### src/rtl/fp_div_seq_ctrl.sv
// Sequenced binary32 divider: radix-2 restoring mantissa loop,
// special-case bypass, truncating normalization, valid/ready on both sides.
module fp_div_seq_ctrl (
  input  logic        clk,
  input  logic        rst,
  input  logic        in_valid,
  output logic        in_ready,
  input  logic [31:0] a,
  input  logic [31:0] b,
  output logic        out_valid,
  input  logic        out_ready,
  output logic [31:0] result,
  output logic [3:0]  flags,
  output logic        busy
);

  localparam int ITER = 26;

  localparam logic [1:0] S_IDLE = 2'd0;
  localparam logic [1:0] S_ITER = 2'd1;
  localparam logic [1:0] S_NORM = 2'd2;
  localparam logic [1:0] S_DONE = 2'd3;

  localparam logic [4:0] LAST_STEP = 5'(ITER - 1);

  localparam logic [31:0] QNAN = 32'h7FC0_0000;

  // flag bit positions inside {invalid, div_by_zero, overflow, underflow}
  localparam logic [3:0] F_INV = 4'b1000;
  localparam logic [3:0] F_DBZ = 4'b0100;
  localparam logic [3:0] F_OVF = 4'b0010;
  localparam logic [3:0] F_UNF = 4'b0001;

  logic [1:0]  state_q, state_d;
  logic [4:0]  cnt_q, cnt_d;
  logic [24:0] rem_q, rem_d;
  logic [25:0] quo_q, quo_d;
  logic [23:0] mb_q, mb_d;
  logic        sign_q, sign_d;
  logic [7:0]  ea_q, ea_d;
  logic [7:0]  eb_q, eb_d;
  logic [31:0] result_q, result_d;
  logic [3:0]  flags_q, flags_d;
  logic        out_valid_q, out_valid_d;

  // operand classification, evaluated on the live inputs at accept
  logic [7:0] a_exp;
  logic [7:0] b_exp;
  logic       a_zero;
  logic       b_zero;
  logic       any_inf_nan;
  logic       in_sign;
  logic       accept;

  assign a_exp       = a[30:23];
  assign b_exp       = b[30:23];
  assign a_zero      = (a_exp == 8'd0);
  assign b_zero      = (b_exp == 8'd0);
  assign any_inf_nan = (a_exp == 8'hFF) || (b_exp == 8'hFF);
  assign in_sign     = a[31] ^ b[31];

  assign in_ready = (state_q == S_IDLE) && !rst;
  assign accept   = in_valid && in_ready;

  // one restoring step: subtract when it fits, then shift
  logic        qbit;
  logic [24:0] mb_ext;
  logic [24:0] rem_sub;

  assign mb_ext  = {1'b0, mb_q};
  assign qbit    = (rem_q >= mb_ext);
  assign rem_sub = qbit ? (rem_q - mb_ext) : rem_q;

  // exponent and mantissa selection for normalization
  logic signed [9:0] e_raw;
  logic signed [9:0] e_fin;
  logic [22:0]       mant;

  assign e_raw = $signed({2'b00, ea_q}) - $signed({2'b00, eb_q})
               + 10'sd127;
  assign e_fin = quo_q[25] ? e_raw : (e_raw - 10'sd1);
  assign mant  = quo_q[25] ? quo_q[24:2] : quo_q[23:1];

  // next-state and datapath control
  always_comb begin
    state_d     = state_q;
    cnt_d       = cnt_q;
    rem_d       = rem_q;
    quo_d       = quo_q;
    mb_d        = mb_q;
    sign_d      = sign_q;
    ea_d        = ea_q;
    eb_d        = eb_q;
    result_d    = result_q;
    flags_d     = flags_q;
    out_valid_d = out_valid_q;

    unique case (state_q)
      S_IDLE: begin
        if (accept) begin
          sign_d = in_sign;
          ea_d   = a_exp;
          eb_d   = b_exp;
          rem_d  = {2'b01, a[22:0]};
          mb_d   = {1'b1, b[22:0]};
          quo_d  = '0;
          cnt_d  = '0;
          if (any_inf_nan || (a_zero && b_zero)) begin
            result_d    = QNAN;
            flags_d     = F_INV;
            out_valid_d = 1'b1;
            state_d     = S_DONE;
          end else if (b_zero) begin
            result_d    = {in_sign, 8'hFF, 23'd0};
            flags_d     = F_DBZ;
            out_valid_d = 1'b1;
            state_d     = S_DONE;
          end else if (a_zero) begin
            result_d    = {in_sign, 31'd0};
            flags_d     = 4'b0000;
            out_valid_d = 1'b1;
            state_d     = S_DONE;
          end else begin
            state_d = S_ITER;
          end
        end
      end

      S_ITER: begin
        rem_d = rem_sub << 1;
        quo_d = {quo_q[24:0], qbit};
        cnt_d = cnt_q + 5'd1;
        if (cnt_q == LAST_STEP) begin
          state_d = S_NORM;
        end
      end

      S_NORM: begin
        if (e_fin >= 10'sd255) begin
          result_d = {sign_q, 8'hFF, 23'd0};
          flags_d  = F_OVF;
        end else if (e_fin <= 10'sd0) begin
          result_d = {sign_q, 31'd0};
          flags_d  = F_UNF;
        end else begin
          result_d = {sign_q, e_fin[7:0], mant};
          flags_d  = 4'b0000;
        end
        out_valid_d = 1'b1;
        state_d     = S_DONE;
      end

      S_DONE: begin
        if (out_ready) begin
          out_valid_d = 1'b0;
          state_d     = S_IDLE;
        end
      end

      default: begin
        state_d = S_IDLE;
      end
    endcase
  end

  // state and datapath registers, synchronous reset
  always_ff @(posedge clk) begin
    if (rst) begin
      state_q     <= S_IDLE;
      cnt_q       <= '0;
      rem_q       <= '0;
      quo_q       <= '0;
      mb_q        <= '0;
      sign_q      <= 1'b0;
      ea_q        <= '0;
      eb_q        <= '0;
      result_q    <= '0;
      flags_q     <= '0;
      out_valid_q <= 1'b0;
    end else begin
      state_q     <= state_d;
      cnt_q       <= cnt_d;
      rem_q       <= rem_d;
      quo_q       <= quo_d;
      mb_q        <= mb_d;
      sign_q      <= sign_d;
      ea_q        <= ea_d;
      eb_q        <= eb_d;
      result_q    <= result_d;
      flags_q     <= flags_d;
      out_valid_q <= out_valid_d;
    end
  end

  assign out_valid = out_valid_q;
  assign result    = result_q;
  assign flags     = flags_q;
  assign busy      = (state_q == S_ITER) || (state_q == S_NORM);

endmodule

### config.mk
export PLATFORM = sky130hd
export DESIGN_NAME = fp_div_seq_ctrl
export DESIGN_NICKNAME = d
export VERILOG_FILES = /design/src/rtl/fp_div_seq_ctrl.sv
export SDC_FILE = /design/constraint.sdc
export NUM_CORES = 1
export LEC_CHECK = 0
export CAP_MARGIN = 20
export CORE_MARGIN = 5
export CORE_UTILIZATION = 30
export CTS_CLUSTER_SIZE = 28
export DETAILED_ROUTE_END_ITERATION = 7
export PLACE_DENSITY = 0.58
export REMOVE_ABC_BUFFERS = 1
export SLEW_MARGIN = 20
export SYNTH_ARGS = -nofsm -noshare
export SYNTH_HDL_FRONTEND = slang
export SYNTH_SLANG_ARGS = --single-unit
### constraint.sdc
create_clock -name clk -period 3.65 [get_ports clk]
set_input_delay 0.73 -clock clk [delete_from_list [all_inputs] [get_ports clk]]
set_output_delay 0.73 -clock clk [all_outputs]
set_load 0.01 [all_outputs]
Word level (Yosys, flattened, before mapping)
Cells that the tools add are included.
{"block": "totals", "reg_bits": 136, "inputBits": 68, "wordCells": 84, "out_inout_bits": 39}
{"block": "op_classes", "mux": 36, "bitwise": 1, "order_cmp": 3, "add_sub_neg": 5, "reduce_logical": 18, "eq_ne": 10}
{"cell": "$mux 32", "count": 4}
{"cell": "$pmux 32 s2", "count": 1}
{"cell": "$mux 31", "count": 2}
{"cell": "$pmux 26 s2", "count": 1}
{"cell": "$pmux 25 s2", "count": 1}
{"cell": "$mux 26", "count": 1}
{"cell": "$ge 25x24->1", "count": 1}
{"cell": "$mux 25", "count": 1}
{"cell": "$mux 24", "count": 1}
{"cell": "$sub 24x24->24", "count": 1}
{"cell": "$mux 23", "count": 1}
{"cell": "$eq 8x8->1 const B", "count": 2}
{"cell": "$logic_not 8->1", "count": 2}
{"cell": "$mux 4", "count": 4}
{"cell": "$mux 2", "count": 7}
{"cell": "$add 9x8->10 const B", "count": 1}
{"cell": "$ge 10x9->1 const B", "count": 1}
{"cell": "$le 10x1->1 const B", "count": 1}
{"cell": "$mux 10", "count": 1}
{"cell": "$pmux 5 s2", "count": 1}
{"cell": "$sub 10x2->10 const B", "count": 1}
{"cell": "$sub 8x8->9", "count": 1}
{"cell": "$pmux 2 s4", "count": 1}
{"cell": "$pmux 4 s2", "count": 1}
{"cell": "other kinds (19)", "count": 34}

Logic depth before layout (Yosys ltp)
{"block": "depth", "ltp_word": 8, "depth_mapped": 15, "depth_no_buf": 14}

Worst setup path before layout
No wires, ideal clock.
{"block": "synth_path", "kind": "flip-flop to flip-flop", "from": "register ea_q[0]", "to": "register result_q[22], in the netlist result[22]", "slack_ns": 0.105, "path_buffers": 1, "setup_ns": 0.132, "arrival_ns": 3.412, "stages_incl_launch_ff": 16, "required_time_ns": 3.518, "period_less_slack_ns": 3.545, "cell_sequence": "dfxtp_1 inv_1 ha_1 inv_1 fa_1 inv_1 ha_1 and2_2 a21boi_2 xnor2_1 or4_1 or3_1 o41a_4 nand4_4 buf_6 o22ai_2"}
{"block": "synth_between", "elab_chain_len": 8, "elab_cells_between_ends": 9, "classes_between": "3 x add/sub; 2 x order compare; 4 x mux"}
{"item": "start, declared", "line_no": "40", "rtl": "logic [7:0] ea_q, ea_d;"}
{"item": "start signal, assigned", "line_no": "175", "rtl": "ea_q <= '0;"}
{"item": "start signal, assigned", "line_no": "187", "rtl": "ea_q <= ea_d;"}
{"item": "$sub 8x8->9 (*)", "line_no": "79", "rtl": "assign e_raw = $signed({2'b00, ea_q}) - $signed({2'b00, eb_q})"}
{"item": "$add 9x8->10 (*)", "line_no": "80", "rtl": "+ 10'sd127;"}
{"item": "$sub 10x2->10", "line_no": "81", "rtl": "assign e_fin = quo_q[25] ? e_raw : (e_raw - 10'sd1);"}
{"item": "$mux 10 (*)", "line_no": "81"}
{"item": "$le 10x1->1", "line_no": "142", "rtl": "end else if (e_fin <= 10'sd0) begin"}
{"item": "$mux 31", "line_no": "142"}
{"item": "$mux 31 (*)", "line_no": "139", "rtl": "if (e_fin >= 10'sd255) begin"}
{"item": "$pmux 32 s2 (*)", "line_no": "98", "rtl": "unique case (state_q)"}
{"item": "end signal, assigned", "line_no": "189", "rtl": "result_q <= result_d;"}
{"item": "end, declared", "line_no": "42", "rtl": "logic [31:0] result_q, result_d;"}
Mark *: on every way between the ends. The rest lies on a longest branch, timed or not.
A chain may end at the register's enable or synchronous reset.

Worst setup path in the final report
{"block": "layout_path", "from": "register ea_q[0]", "to": "register result_q[11], in the netlist result[11]"}
The elaborated chain is that of the path after synthesis.

==> results.txt <==
Outcome: finished, final reports clean
Worst slew pin tran: 0.641 ns
DRT Wirelength: 21,700 µm
Initial antenna violation count: 0
CP Capture Type: flip-flop
CP required: 3.97 ns
Die Wd: 168 µm
Post-layout min period: 3.58 ns
Final HPWL DP: 15,400 µm
Worst hold start: result[18]$_SDFFE_PP0P_
Root Buffer: clkbuf_16
CTS H-tree lvls: 4
Combinational share of power: 56.5%
Gr busiest metal: met2
Worst path max stage delay: 0.48 ns
R2R depth: 17
Met1 Use GR: 20.4%
Syn Inst Count: 910
Power, Total: 8.04 mW
Initial core utilization: 30.1%
Filler cells: 2,525
WHS Endpoint: result[18]$_SDFFE_PP0P_
Main synth FF type: dfxtp_1
CTS tree: done
Internal power: 4.65 mW
Core outline area: 25,000 µm²
Count of final setup violators: 0
Worst Skew: 0.0127 ns
Post-synthesis sequential area ratio: 36.2%
CTS Buf Count: 17
Die Ht: 168 µm
Crit-path slowest cell: or4_4
Final RePlAce weighted congestion: 0.818
Starting DRT DRC Count: 484
Max Cap Viol: 0
Via density: 5.05
Hold-fix buffers, CTS: 0
Power Density: 801 nW/µm²
Final #Nets: 1,155
VDD IR-drop max: 0.459 mV
Crit path launch type: flip-flop
Critical R2R Capture: result[11]$_SDFFE_PP0P_
Rel. slew slack: 56.9%
Global Route met3 Usage: 3.36%
Synth-to-layout area growth: 33.6%
Worst-path clk slew: 0.06 ns
Number of synthesized flops with an enable pin: 0
I/O Pins: 107
Global Route Usage Sum: 15.0%
Worst path cell trace: inv_2 -> ha_4 -> inv_2 -> fa_1 -> buf_4 -> xnor2_4 -> xor2_4 -> buf_6 -> xor2_4 -> or4_4 -> or3_4 -> o41a_4 -> nand4_4 -> buf_12 -> buf_12 -> buf_16 -> o21ai_2
Final Slew Violations: 0
Number of clock sinks: 136
RSZ-0062 raised after global routing: true
Layout cells sized above 1: 12.8%
First-pass GRT wire length: 34,700 µm
Core Util, Final: 40.2%
Synth cell types: 69
Hold depth: 2
Total die area: 28,300 µm²
Final Hold Viols: 0
Met2 GRT Util: 24.5%
Hold Crit Class: reg -> reg
Sequential share of power: 22.9%
Crit Path Category: reg -> reg
Clk pwr share: 20.6%
Clock buffer depth: 2
Rows: 58
Switch share: 42.2%
Worst-path maximum fanout: 5
Residual DRC: 0
Lkg Pwr: 3.73 nW
Flop-to-flop setup slack: 0.07 ns
Ys Warns: 0
Seq cells post-synth: 136
Vias: 7,007
Mean Syn Cell Area: 8.26 µm²
Crit path DAT: 3.89 ns
Total gr overflow: 0
FMAX: 279 MHz
Synthesized area: 7520 µm²
DR pass1 iterations: 5
Routed WL per cell: 15.6 µm
Largest net degree at the start of global routing: 105
Final hold slack: 0.448 ns
IO Port Bufs: 106
Vias in the first global route: 6,722
Ys async rst share: 0%
Reg2reg start: ea_q[0]$_SDFFE_PP0P_
Part of the cycle the worst path needs: 98.0%
Post-DRT Antenna Nets: 0
Worst-Skew Late Latency: 0.43 ns
Diode count: 0
Switch Pwr: 3.39 mW
[worst max-delay path by stage]
stage                     slack, ns                      end                     from
after floorplan               -1.60    rem_q[1]$_SDFFE_PP0P_  state_q[1]$_SDFFE_PP0P_
after global placement       -0.003   result[2]$_SDFFE_PP0P_     ea_q[0]$_SDFFE_PP0P_
after detailed placement      -0.05   result[2]$_SDFFE_PP0P_     ea_q[0]$_SDFFE_PP0P_
after CTS                     0.003   result[6]$_SDFFE_PP0P_     ea_q[0]$_SDFFE_PP0P_
after global routing          -0.04  result[15]$_SDFFE_PP0P_     ea_q[0]$_SDFFE_PP0P_
final                          0.07  result[11]$_SDFFE_PP0P_     ea_q[0]$_SDFFE_PP0P_
[cell usage in the layout, fill, tap and decap left out, types with 10 or more instances in the layout]
cell type | synthesis | routed
o22ai_1 | 14 | 14
nor2_1 | 90 | 88
xnor2_1 | 17 | 16
clkdlybuf4s50_1 | 0 | 105
inv_1 | 53 | 50
ha_1 | 41 | 39
clkbuf_16 | 0 | 17
nand4_1 | 13 | 13
o21ai_0 | 42 | 40
nand2_1 | 110 | 110
dfxtp_1 | 136 | 135
mux2i_1 | 36 | 35
xor2_1 | 13 | 11
a21oi_1 | 51 | 49
o31ai_1 | 38 | 38
buf_4 | 1 | 48
nand3_1 | 11 | 10
a211oi_1 | 14 | 14
a22oi_1 | 36 | 36
a21o_1 | 10 | 10
o21ai_2 | 14 | 15
[worst max-delay path, delay by kind of cell, from the launching register on]
kind / cells / cell delay, ns
simple gates: 3 / 0.93
buf+inv: 7 / 0.76
xor+xnor: 3 / 0.54
fa+ha+maj: 2 / 0.50
compound gates: 2 / 0.43
flops: 1 / 0.32
[synthesized netlist by cell type, types with 3 or more instances]
library cell | n | area share, %
a211o_1 | 3 | 0.35
inv_1 | 53 | 2.6
o21ai_0 | 42 | 2.8
buf_1 | 3 | 0.15
o211a_1 | 3 | 0.40
nand4_1 | 13 | 1.1
o221ai_1 | 5 | 0.58
o31ai_1 | 38 | 3.8
nand3_1 | 11 | 0.73
dfxtp_1 | 136 | 36
nor4_1 | 7 | 0.58
xor2_1 | 13 | 1.5
nor3b_1 | 3 | 0.30
o22ai_1 | 14 | 1.2
ha_1 | 41 | 6.8
a211oi_1 | 14 | 1.4
o21a_1 | 8 | 0.80
or4_1 | 4 | 0.40
nand2b_1 | 7 | 0.58
a21o_1 | 10 | 1.0
o21ai_1 | 7 | 0.47
o21ai_2 | 14 | 1.6
nand2_1 | 110 | 5.5
and2_1 | 3 | 0.25
xnor2_1 | 17 | 2.0
a22oi_1 | 36 | 3.6
or3_1 | 6 | 0.50
a21oi_1 | 51 | 3.4
mux2i_1 | 36 | 4.8
o21bai_1 | 3 | 0.30
clkbuf_1 | 40 | 2.0
nor2_1 | 90 | 4.5
a311oi_1 | 5 | 0.58
nor3_1 | 8 | 0.53
and3_1 | 5 | 0.42
nor2b_1 | 4 | 0.33
a31oi_1 | 8 | 0.67
[power groups by stage]
stage / logic [mW] / clock network (mW) / registers [mW]
2_1_floorplan: 2.96 / 0 / 1.84
3_3_place_gp: 4.20 / 0 / 1.86
3_5_place_dp: 4.20 / 0 / 1.87
4_1_cts: 4.36 / 1.69 / 1.84
5_1_grt: 5.06 / 1.75 / 1.86
6_report: 4.54 / 1.66 / 1.84
[what timing repair did]
item	CTS	global route
buffers inserted	8	4
setup endpoints to repair	21	31
pin swaps	3	9
gates resized for setup	9	18
gates cloned	3	0
[per-stage QoR]
| step | setup TNS [ns] | instance area, µm² | worst slack, ns | instances |
|---|---|---|---|---|
| 2_1_floorplan | -63.60 | 7320 | -1.60 | 863 |
| 3_3_place_gp | -0.00535 | 9150 | -0.00294 | 1340 |
| 3_5_place_dp | -0.344 | 9150 | -0.0471 | 1340 |
| 4_1_cts | 0 | 9930 | 0.00310 | 1383 |
| 5_1_grt | -0.322 | 10000 | -0.0377 | 1387 |
| 6_report | 0 | 10000 | 0.0721 | 1387 |
[kinds of logic (layout without fill, tap and decap cells)]
family,Yosys count,in the layout,share of synthesized area (%)
xor+xnor,30,30,3.49
buf+inv,101,248,5.31
mux,38,38,5.09
flops,136,136,36.2
compound gates,279,279,25.3
fa+ha+maj,43,43,7.36
simple gates,283,283,17.2
[layout make-up]
class	instances	area (µm²)	area share [%]
clock buffer	19	443	4.41
clock inverter	13	123	1.22
inverter	54	203	2.02
multi-input combinational	673	4530	45.1
sequential	136	2720	27.1
tap	330	413	4.11
timing repair buffer	162	1610	16.0
[flip-flops by register name, indices dropped and copies added (netlist names)]
signal     count
state_q        2
sign_q         1
out_valid      1
mb_q          24
result        32
eb_q           8
rem_q         25
quo_q         26
cnt_q          5
flags          4
ea_q           8
[routing by layer]
metal | up-vias | wire length, µm
met5 | - | 0
met4 | 0 | 216
met3 | 17 | 923
met2 | 139 | 9940
met1 | 3295 | 10600
li1 | 3556 | -
Power figures use the tool's default switching activity.
